## src/rtl/lsu_pkg.sv

```systemverilog
// Shared types and constants for the load/store unit.
package lsu_pkg;

    // Access sequencer states.
    typedef enum logic [1:0] {
        IDLE = 2'd0,
        BUSY = 2'd1,
        DONE = 2'd2
    } state_t;

    // RV32I memory funct3 encodings.
    localparam logic [2:0] F3_B  = 3'b000;
    localparam logic [2:0] F3_H  = 3'b001;
    localparam logic [2:0] F3_W  = 3'b010;
    localparam logic [2:0] F3_BU = 3'b100;
    localparam logic [2:0] F3_HU = 3'b101;

    // Data word width and the matching byte-strobe width.
    localparam int WORD_WIDTH = 32;
    localparam int STRB_WIDTH = WORD_WIDTH / 8;

endpackage

```

## src/rtl/lsu_align.sv

```systemverilog
// Lane alignment: store strobes/data replication, load lane extraction and
// extension, and legality of a funct3/offset/direction combination.
module lsu_align
    import lsu_pkg::*;
(
    input  logic                  we,
    input  logic [2:0]            funct3,
    input  logic [1:0]            offset,
    input  logic [WORD_WIDTH-1:0] wdata,
    input  logic [WORD_WIDTH-1:0] rdata,
    output logic [STRB_WIDTH-1:0] wstrb,
    output logic [WORD_WIDTH-1:0] wdata_lane,
    output logic [WORD_WIDTH-1:0] rdata_ext,
    output logic                  illegal
);

    logic [7:0]  lane_b;
    logic [15:0] lane_h;

    // Halfword accesses are only legal at offset 0 or 2, so offset[1] picks the half.
    assign lane_b = rdata[{offset, 3'b000} +: 8];
    assign lane_h = rdata[{offset[1], 4'b0000} +: 16];

    // Decode funct3 into strobes, replicated write data, extended read data and legality.
    always_comb begin
        // NOTE: every output gets a default first so no path can infer a latch.
        wstrb      = '0;
        wdata_lane = '0;
        rdata_ext  = '0;
        illegal    = 1'b0;
        case (funct3)
            F3_B: begin
                wstrb      = we ? (4'b0001 << offset) : 4'b0000;
                wdata_lane = {4{wdata[7:0]}};
                rdata_ext  = {{24{lane_b[7]}}, lane_b};
            end
            F3_H: begin
                illegal    = offset[0];
                wstrb      = we ? (4'b0011 << offset) : 4'b0000;
                wdata_lane = {2{wdata[15:0]}};
                rdata_ext  = {{16{lane_h[15]}}, lane_h};
            end
            F3_W: begin
                illegal    = (offset != 2'b00);
                wstrb      = we ? 4'b1111 : 4'b0000;
                wdata_lane = wdata;
                rdata_ext  = rdata;
            end
            F3_BU: begin
                illegal    = we;
                rdata_ext  = {24'd0, lane_b};
            end
            F3_HU: begin
                illegal    = we | offset[0];
                rdata_ext  = {16'd0, lane_h};
            end
            default: illegal = 1'b1;
        endcase
    end

endmodule

```

## src/rtl/load_store_unit.sv

```systemverilog
// RV32I memory stage: accepts a load/store from the pipeline, runs one
// valid/ready access on the data memory and stalls until it completes.
module load_store_unit
    import lsu_pkg::*;
#(
    parameter int ADDR_WIDTH = 32,
    parameter int DATA_WIDTH = 32
) (
    input  logic                  clk,
    input  logic                  rst,
    input  logic                  req_i,
    input  logic                  we_i,
    input  logic [2:0]            funct3_i,
    input  logic [ADDR_WIDTH-1:0] addr_i,
    input  logic [DATA_WIDTH-1:0] wdata_i,
    output logic                  stall_o,
    output logic                  done_o,
    output logic [DATA_WIDTH-1:0] rdata_o,
    output logic                  err_o,
    output logic                  mem_req_o,
    output logic                  mem_we_o,
    output logic [ADDR_WIDTH-1:0] mem_addr_o,
    output logic [3:0]            mem_wstrb_o,
    output logic [DATA_WIDTH-1:0] mem_wdata_o,
    input  logic                  mem_ready_i,
    input  logic [DATA_WIDTH-1:0] mem_rdata_i
);

    state_t state, next_state;

    logic [2:0]            funct3_q;
    logic [1:0]            offset_q;
    logic                  sel_we;
    logic [2:0]            sel_funct3;
    logic [1:0]            sel_offset;
    logic [STRB_WIDTH-1:0] align_wstrb;
    logic [WORD_WIDTH-1:0] align_wdata;
    logic [WORD_WIDTH-1:0] align_rdata;
    logic                  illegal;
    logic                  accept;
    logic                  complete;

    // In IDLE the aligner sees the incoming instruction; afterwards the latched one.
    assign sel_we     = (state == IDLE) ? we_i          : mem_we_o;
    assign sel_funct3 = (state == IDLE) ? funct3_i      : funct3_q;
    assign sel_offset = (state == IDLE) ? addr_i[1:0]   : offset_q;

    lsu_align u_align (
        .we         (sel_we),
        .funct3     (sel_funct3),
        .offset     (sel_offset),
        .wdata      (wdata_i),
        .rdata      (mem_rdata_i),
        .wstrb      (align_wstrb),
        .wdata_lane (align_wdata),
        .rdata_ext  (align_rdata),
        .illegal    (illegal)
    );

    assign accept   = (state == IDLE) && req_i && !illegal;
    assign complete = (state == BUSY) && mem_ready_i;

    // State register.
    always_ff @(posedge clk) begin
        // NOTE: sequential state uses non-blocking assignments so all flops update together.
        if (rst) state <= IDLE;
        else     state <= next_state;
    end

    // Next-state logic; req_i is ignored in DONE since it is still the finished instruction.
    always_comb begin
        next_state = state;
        case (state)
            IDLE:    if (accept)   next_state = BUSY;
            BUSY:    if (complete) next_state = DONE;
            DONE:    next_state = IDLE;
            default: next_state = IDLE;
        endcase
    end

    // Pipeline and memory handshake outputs decoded from the state.
    always_comb begin
        stall_o   = 1'b0;
        done_o    = 1'b0;
        mem_req_o = 1'b0;
        err_o     = 1'b0;
        case (state)
            IDLE: begin
                err_o   = req_i & illegal;
                stall_o = req_i & ~illegal;
            end
            BUSY: begin
                mem_req_o = 1'b1;
                stall_o   = 1'b1;
            end
            DONE:    done_o = 1'b1;
            default: ;
        endcase
    end

    // Latch the request on accept and capture the extended load result on completion.
    always_ff @(posedge clk) begin
        if (rst) begin
            mem_we_o    <= 1'b0;
            mem_addr_o  <= '0;
            mem_wstrb_o <= '0;
            mem_wdata_o <= '0;
            funct3_q    <= '0;
            offset_q    <= '0;
            rdata_o     <= '0;
        end else begin
            if (accept) begin
                mem_we_o    <= we_i;
                mem_addr_o  <= {addr_i[ADDR_WIDTH-1:2], 2'b00};
                mem_wstrb_o <= align_wstrb;
                mem_wdata_o <= align_wdata;
                funct3_q    <= funct3_i;
                offset_q    <= addr_i[1:0];
            end
            if (complete) begin
                rdata_o <= mem_we_o ? '0 : align_rdata;
            end
        end
    end

endmodule

```

## config.mk

```make
export PLATFORM = sky130hd
export DESIGN_NAME = load_store_unit
export DESIGN_NICKNAME = d
export VERILOG_FILES = /design/src/rtl/lsu_pkg.sv /design/src/rtl/lsu_align.sv /design/src/rtl/load_store_unit.sv
export SDC_FILE = /design/constraint.sdc
export NUM_CORES = 1
export LEC_CHECK = 0
export ABC_AREA = 1
export CORE_ASPECT_RATIO = 2
export CORE_MARGIN = 2
export CORE_UTILIZATION = 45
export CTS_CLUSTER_SIZE = 10
export DETAILED_ROUTE_END_ITERATION = 12
export PLACE_DENSITY_LB_ADDON = 0.3
export SLEW_MARGIN = 30
export SYNTH_ARGS = -nofsm -noshare
export SYNTH_HDL_FRONTEND = slang
export SYNTH_SLANG_ARGS = --single-unit
```

## constraint.sdc

```tcl
create_clock -name clk -period 3.4 [get_ports clk]
set_input_delay 0.34 -clock clk [delete_from_list [all_inputs] [get_ports clk]]
set_output_delay 0.34 -clock clk [all_outputs]
set_load 0.005 [all_outputs]
```

## After elaboration in Yosys (flattened, before gate mapping)

Index checks and enable logic that the tools add are counted.
Widths: inputs -> output; s select.

- Output and inout bits: 105
- Flip-flop bits (word level): 106
- Input port bits: 104
- RAM bits: 0
- Memories: 0
- ROM bits: 0
- Latch bits: 0
- Word-level logic and storage cells: 50

- $mul: 0
- Muxes and demuxes: 18
- $add $sub $neg: 0
- Order comparisons: 0
- Divide/modulo/power cells: 0
- Bitwise gates (word level): 4
- Reductions and logical operators: 8
- Shifts and indexed selects: 4
- Equality and inequality tests: 8

Operators by type and width:

| cell | count |
|---|---|
| $pmux 32 s5 | 1 |
| $pmux 32 s3 | 1 |
| $mux 32 | 1 |
| $shiftx 32x6->16 | 1 |
| $shiftx 32x6->8 | 1 |
| $mux 4 | 3 |
| $pmux 4 s3 | 1 |
| $eq 3x3->1 const B | 2 |
| $mux 2 | 3 |
| $pmux 1 s5 | 1 |
| $mux 1 | 4 |
| $ne 2x2->1 const B | 2 |
| $pmux 2 s2 | 1 |
| $shl 1x2->4 const A | 1 |
| $shl 2x2->4 const A | 1 |
| $eq 3x1->1 const B | 1 |
| $eq 3x2->1 const B | 1 |
| $logic_and 1x1->1 | 3 |
| $logic_not 3->1 | 1 |
| $mux 3 | 1 |
| $and 1x1->1 | 2 |
| $eq 2x1->1 const B | 1 |
| $eq 2x2->1 const B | 1 |
| $logic_not 2->1 | 1 |
| 6 further kinds | 6 |

## Logic depth before layout (Yosys ltp)

- Depth in word-level cells: 8
- Depth in mapped cells: 14
- Depth with buffers taken out: 12

## Cells and area by module

A second synthesis with hierarchy kept.

- Cells, all modules: 1028
- Area total of the unflattened synthesis: 6178.4 um2

Modules (own cells, without submodules):

| module | seq. area each (um2) | times used | cells an instance | area each (um2) |
|---|---|---|---|---|
| load_store_unit | 2122.0 | 1 | 712 | 4742.0 |
| lsu_align | 0.0 | 1 | 316 | 1436.4 |

## Worst setup path after synthesis

OpenSTA, ideal clock, no wires.

- Path kind: register to output
- From: register state[1]
- To: output port stall_o
- Slack: 1173 ps
- Arrival: 1887 ps
- Buffers on the path: 3
- Required time: 3060 ps
- Stages on the path, launching flop included: 13
- Cell sequence: dfxtp_1 -> inv_1 -> nand2_4 -> nand2_1 -> nand2_1 -> buf_4 -> ha_1 -> nand3_1 -> nand2_2 -> nand4_2 -> buf_6 -> buf_4 -> nand2_1

- Longest elaborated chain between the ends: 7
- Elaborated cells on any way between the ends: 16
- Those cells by class: eq/ne: 5; mux: 5; bitwise: 3; reduce/logical: 3

Ends and longest elaborated chain:

| what | RTL line | source |
|---|---|---|
| from (decl) | load_store_unit.sv:29 | `state_t state, next_state;` |
| from (signal assigned) | load_store_unit.sv:67 | `else state <= next_state;` |
| $logic_not 2->1 | -- |  |
| $mux 3 (tied with other cells) | load_store_unit.sv:45 | `assign sel_funct3 = (state == IDLE) ? funct3_i : funct3_q;` |
| $eq 3x3->1 (tied with other cells) | lsu_align.sv:31 | `case (funct3)` |
| $pmux 1 s5 | lsu_align.sv:31 |  |
| $not 1->1 | load_store_unit.sv:90 | `stall_o = req_i & ~illegal;` |
| $and 1x1->1 | load_store_unit.sv:90 |  |
| $pmux 1 s2 (*) | load_store_unit.sv:87 | `case (state)` |
| to (decl) | load_store_unit.sv:16 | `output logic stall_o,` |

Every way passes the cells marked *; elsewhere a longest branch is shown, timed or not.

## Worst setup path in the final report

- From: register state[1]
- To: output port err_o

- Longest elaborated chain between the ends: 6
- Elaborated cells on any way between the ends: 14
- Those cells by class: eq/ne: 4; mux: 5; bitwise: 2; reduce/logical: 3

Ends and longest elaborated chain:

| what | RTL line | source |
|---|---|---|
| $logic_not 2->1 (*) | -- |  |
| $mux 3 (tied with other cells) | load_store_unit.sv:45 |  |
| $eq 3x3->1 (tied with other cells) | lsu_align.sv:31 |  |
| $pmux 1 s5 | lsu_align.sv:31 |  |
| $and 1x1->1 | load_store_unit.sv:89 | `err_o = req_i & illegal;` |
| $mux 1 (*) | load_store_unit.sv:87 |  |
| to (decl) | load_store_unit.sv:19 | `output logic err_o,` |

Marked as above.

==> impl_metrics.env <==
export IMPL_initial_core_util_pct=45.6
export IMPL_end_kind="output port"
export IMPL_p_leak_nw=3.51
export IMPL_hold_viol_final=0
export IMPL_cp_required_ns=3.06
export IMPL_drtAntennaViolNets=0
export IMPL_cts_root_buf="clkbuf_16"
export IMPL_pin_count=209
export IMPL_yosysSeqAreaShare_pct=37.3
export IMPL_grt_setup_unrepaired="no"
export IMPL_grt_pass1_wl_mm=28.7
export IMPL_synth_cells=908
export IMPL_clock_sinks=106
export IMPL_synth_top_family_by_area="simple AND/OR/NAND/NOR gates"
export IMPL_cts_tree="built"
export IMPL_period_share_pct=87.0
export IMPL_max_slew_margin_pct=43.0
export IMPL_skew_ns=0.00991
export IMPL_core_area_um2=12500
export IMPL_placed_area_um2=7700
export IMPL_grt_usage_pct=26.5
export IMPL_drtIter0Drc=289
export IMPL_crit_arrival_ns=2.62
export IMPL_synth_warnings=0
export IMPL_htreeDepth=3
export IMPL_status="finished clean"
export IMPL_synth_cell_types=27
export IMPL_hold_class="reg2reg"
export IMPL_fp_dieW_um=83.5
export IMPL_crit_path_max_fanout=14
export IMPL_clk_pin_slew_ns=0.08
export IMPL_routedWlPerCell_um=15.1
export IMPL_synth_fa_ha_area_share_pct=0.659
export IMPL_max_freq_ghz=0.338
export IMPL_grt_overflow=0
export IMPL_fin_ws_ns=0.442
export IMPL_antennaDiodeCount=0
export IMPL_vias=6216
export IMPL_drc=0
export IMPL_port_buffers=206
export IMPL_critical_path_class="reg2out"
export IMPL_grt_pass1_vias=5736
export IMPL_pre_cts_ws_ns=0.644
export IMPL_cts_buffer_depth=2
export IMPL_slew_viol_final=0
export IMPL_max_vdd_ir_drop_mv=0.330
export IMPL_muxShareOfSynthArea_pct=0
export IMPL_nets=1187
export IMPL_antenna_found_initial=0
export IMPL_synth_xor_area_share_pct=0
export IMPL_final_area_um2=7990
export IMPL_setup_viol=0
export IMPL_whs_ns=0.464
export IMPL_grt_max_degree=93
export IMPL_ys_ff_latch=106
export IMPL_dieArea_um2=13600
export IMPL_die_h_um=163
export IMPL_place_congestion=0.952
export IMPL_min_period_ns=2.96
export IMPL_fin_tns_setup_ns=0
export IMPL_postSynthAreaPerCell_um2=6.27
export IMPL_viasPerCell=5.03
export IMPL_synthSimpleGateAreaFrac_pct=40.1
export IMPL_fin_util_pct=64.0
export IMPL_synth_compound_area_share_pct=9.60
export IMPL_cts_setup_buffers=0
export IMPL_ctsHoldBuffers=0
export IMPL_synth_area_um2=5690
export IMPL_cts_made_buffers=9
export IMPL_row_count=58
export IMPL_maxCapViolCount=0
export IMPL_clk_latency_ns=0.35
export IMPL_worst_slew_pin_slew_ns=0.855
export IMPL_power_density_nw_per_um2=440
export IMPL_drive_gt1_share_pct=4.33
export IMPL_post_cts_resized=0
export IMPL_finalWirelength_mm=18.6
export IMPL_syn_to_final_growth_pct=40.3
export IMPL_dpl_hpwl_mm=13.6
export IMPL_start_kind="flop"
export IMPL_dr_pass1_iters=4
area by class of cell:
cell class | instances | area [um2]
repair buffers | 213 | 2120
inverters | 101 | 379
flip-flops and latches | 106 | 2120
fillers | 1178 | 4490
multi-input cells | 649 | 2890
clock buffers | 10 | 229
well taps | 150 | 188
clock inverters | 6 | 60.1
per-stage QoR:
stage | std cells | power [mW]
after detailed placement | 1219 | 2.50
after CTS | 1235 | 3.54
after global placement | 1219 | 2.49
after floorplan | 909 | 2.07
after global routing | 1235 | 3.71
final | 1235 | 3.51
flip-flops by register name, indices dropped and copies added, names as in the netlist:
| name | cells |
|---|---|
| mem_addr_o | 30 |
| mem_we_o | 1 |
| state | 2 |
| rdata_o | 32 |
| funct3_q | 3 |
| mem_wdata_o | 32 |
| offset_q | 2 |
| mem_wstrb_o | 4 |
synth_stat cells, drive strengths merged:
master	number	area, um2
inv	100	375
nor2	111	455
nand3	112	583
clkbuf	22	82.6
dfxtp	106	2120
clkinv	1	3.75
a21oi	80	404
nand4	6	43.8
conb	1	3.75
ha	3	37.5
buf	31	241
o21ai	24	128
nor3	1	5.00
o211ai	2	15.0
nand2	308	1190
placed cells by master (no fill, tap or decap), types with 2 or more instances in the layout:
| cell type | netlist | routed |
|---|---|---|
| a21oi_1 | 79 | 79 |
| buf_4 | 12 | 6 |
| clkbuf_16 | 0 | 9 |
| clkdlybuf4s50_1 | 0 | 205 |
| conb_1 | 1 | 2 |
| dfxtp_1 | 106 | 106 |
| ha_1 | 3 | 3 |
| inv_1 | 96 | 95 |
| inv_2 | 4 | 5 |
| inv_8 | 0 | 2 |
| nand2_1 | 301 | 301 |
| nand2_2 | 3 | 3 |
| nand2_4 | 4 | 4 |
| nand3_1 | 109 | 109 |
| nand3_2 | 2 | 2 |
| nand4_1 | 5 | 5 |
| nor2_1 | 107 | 106 |
| nor2_4 | 3 | 4 |
| o211ai_1 | 2 | 2 |
| o21ai_0 | 22 | 22 |
| o21ai_2 | 2 | 2 |
power by group:
| group | leakage (nW) | internal (mW) | switching [mW] | total (mW) |
|---|---|---|---|---|
| registers | 0.863 | 1.33 | 0.0502 | 1.38 |
| clock network | 0.140 | 0.517 | 0.521 | 1.04 |
| logic | 2.51 | 0.472 | 0.619 | 1.09 |
worst max-delay path, cell delays in order, from the launching register on:
cell and delay (ns):
dfxtp_1 0.35, nor2_4 0.33, nand2_1 0.11, o21ai_2 0.16
inv_2 0.10, ha_1 0.22, nand3_1 0.10, nand2_2 0.10
inv_2 0.08, nor2_4 0.04, nor3_1 0.12, clkdlybuf4s50_1 0.55
worst paths after layout:
kind / endpoint / slack (ns) / start / cells after the start
max: err_o / 0.44 / state[1]$_SDFFE_PP0P_ / 11
min reg2reg: rdata_o[21]$_SDFFE_PP0P_ / 0.46 / rdata_o[21]$_SDFFE_PP0P_ / 2
max reg2reg: mem_wdata_o[2]$_SDFFE_PP0P_ / 0.93 / state[1]$_SDFFE_PP0P_ / 11
min: rdata_o[21]$_SDFFE_PP0P_ / 0.46 / rdata_o[21]$_SDFFE_PP0P_ / 2
metal layers:
layer	share of wire, %	track usage [%]	wire [um]
met1	35	26.5	6570
met2	55	51.9	10300
met3	5.4	4.85	1000
met4	3.8	12.0	716
met5	0	0	0
kinds of logic (layout without fill, tap and decap cells):
family / after synthesis / in the layout
adders and majority gates: 3 / 3
DFF: 106 / 106
other: 1 / 2
and+or+nand+nor: 538 / 538
buffers and inverters: 154 / 330
AOI/OAI and AO/OA: 106 / 106
No activity file was read; power rests on OpenSTA's default activity.
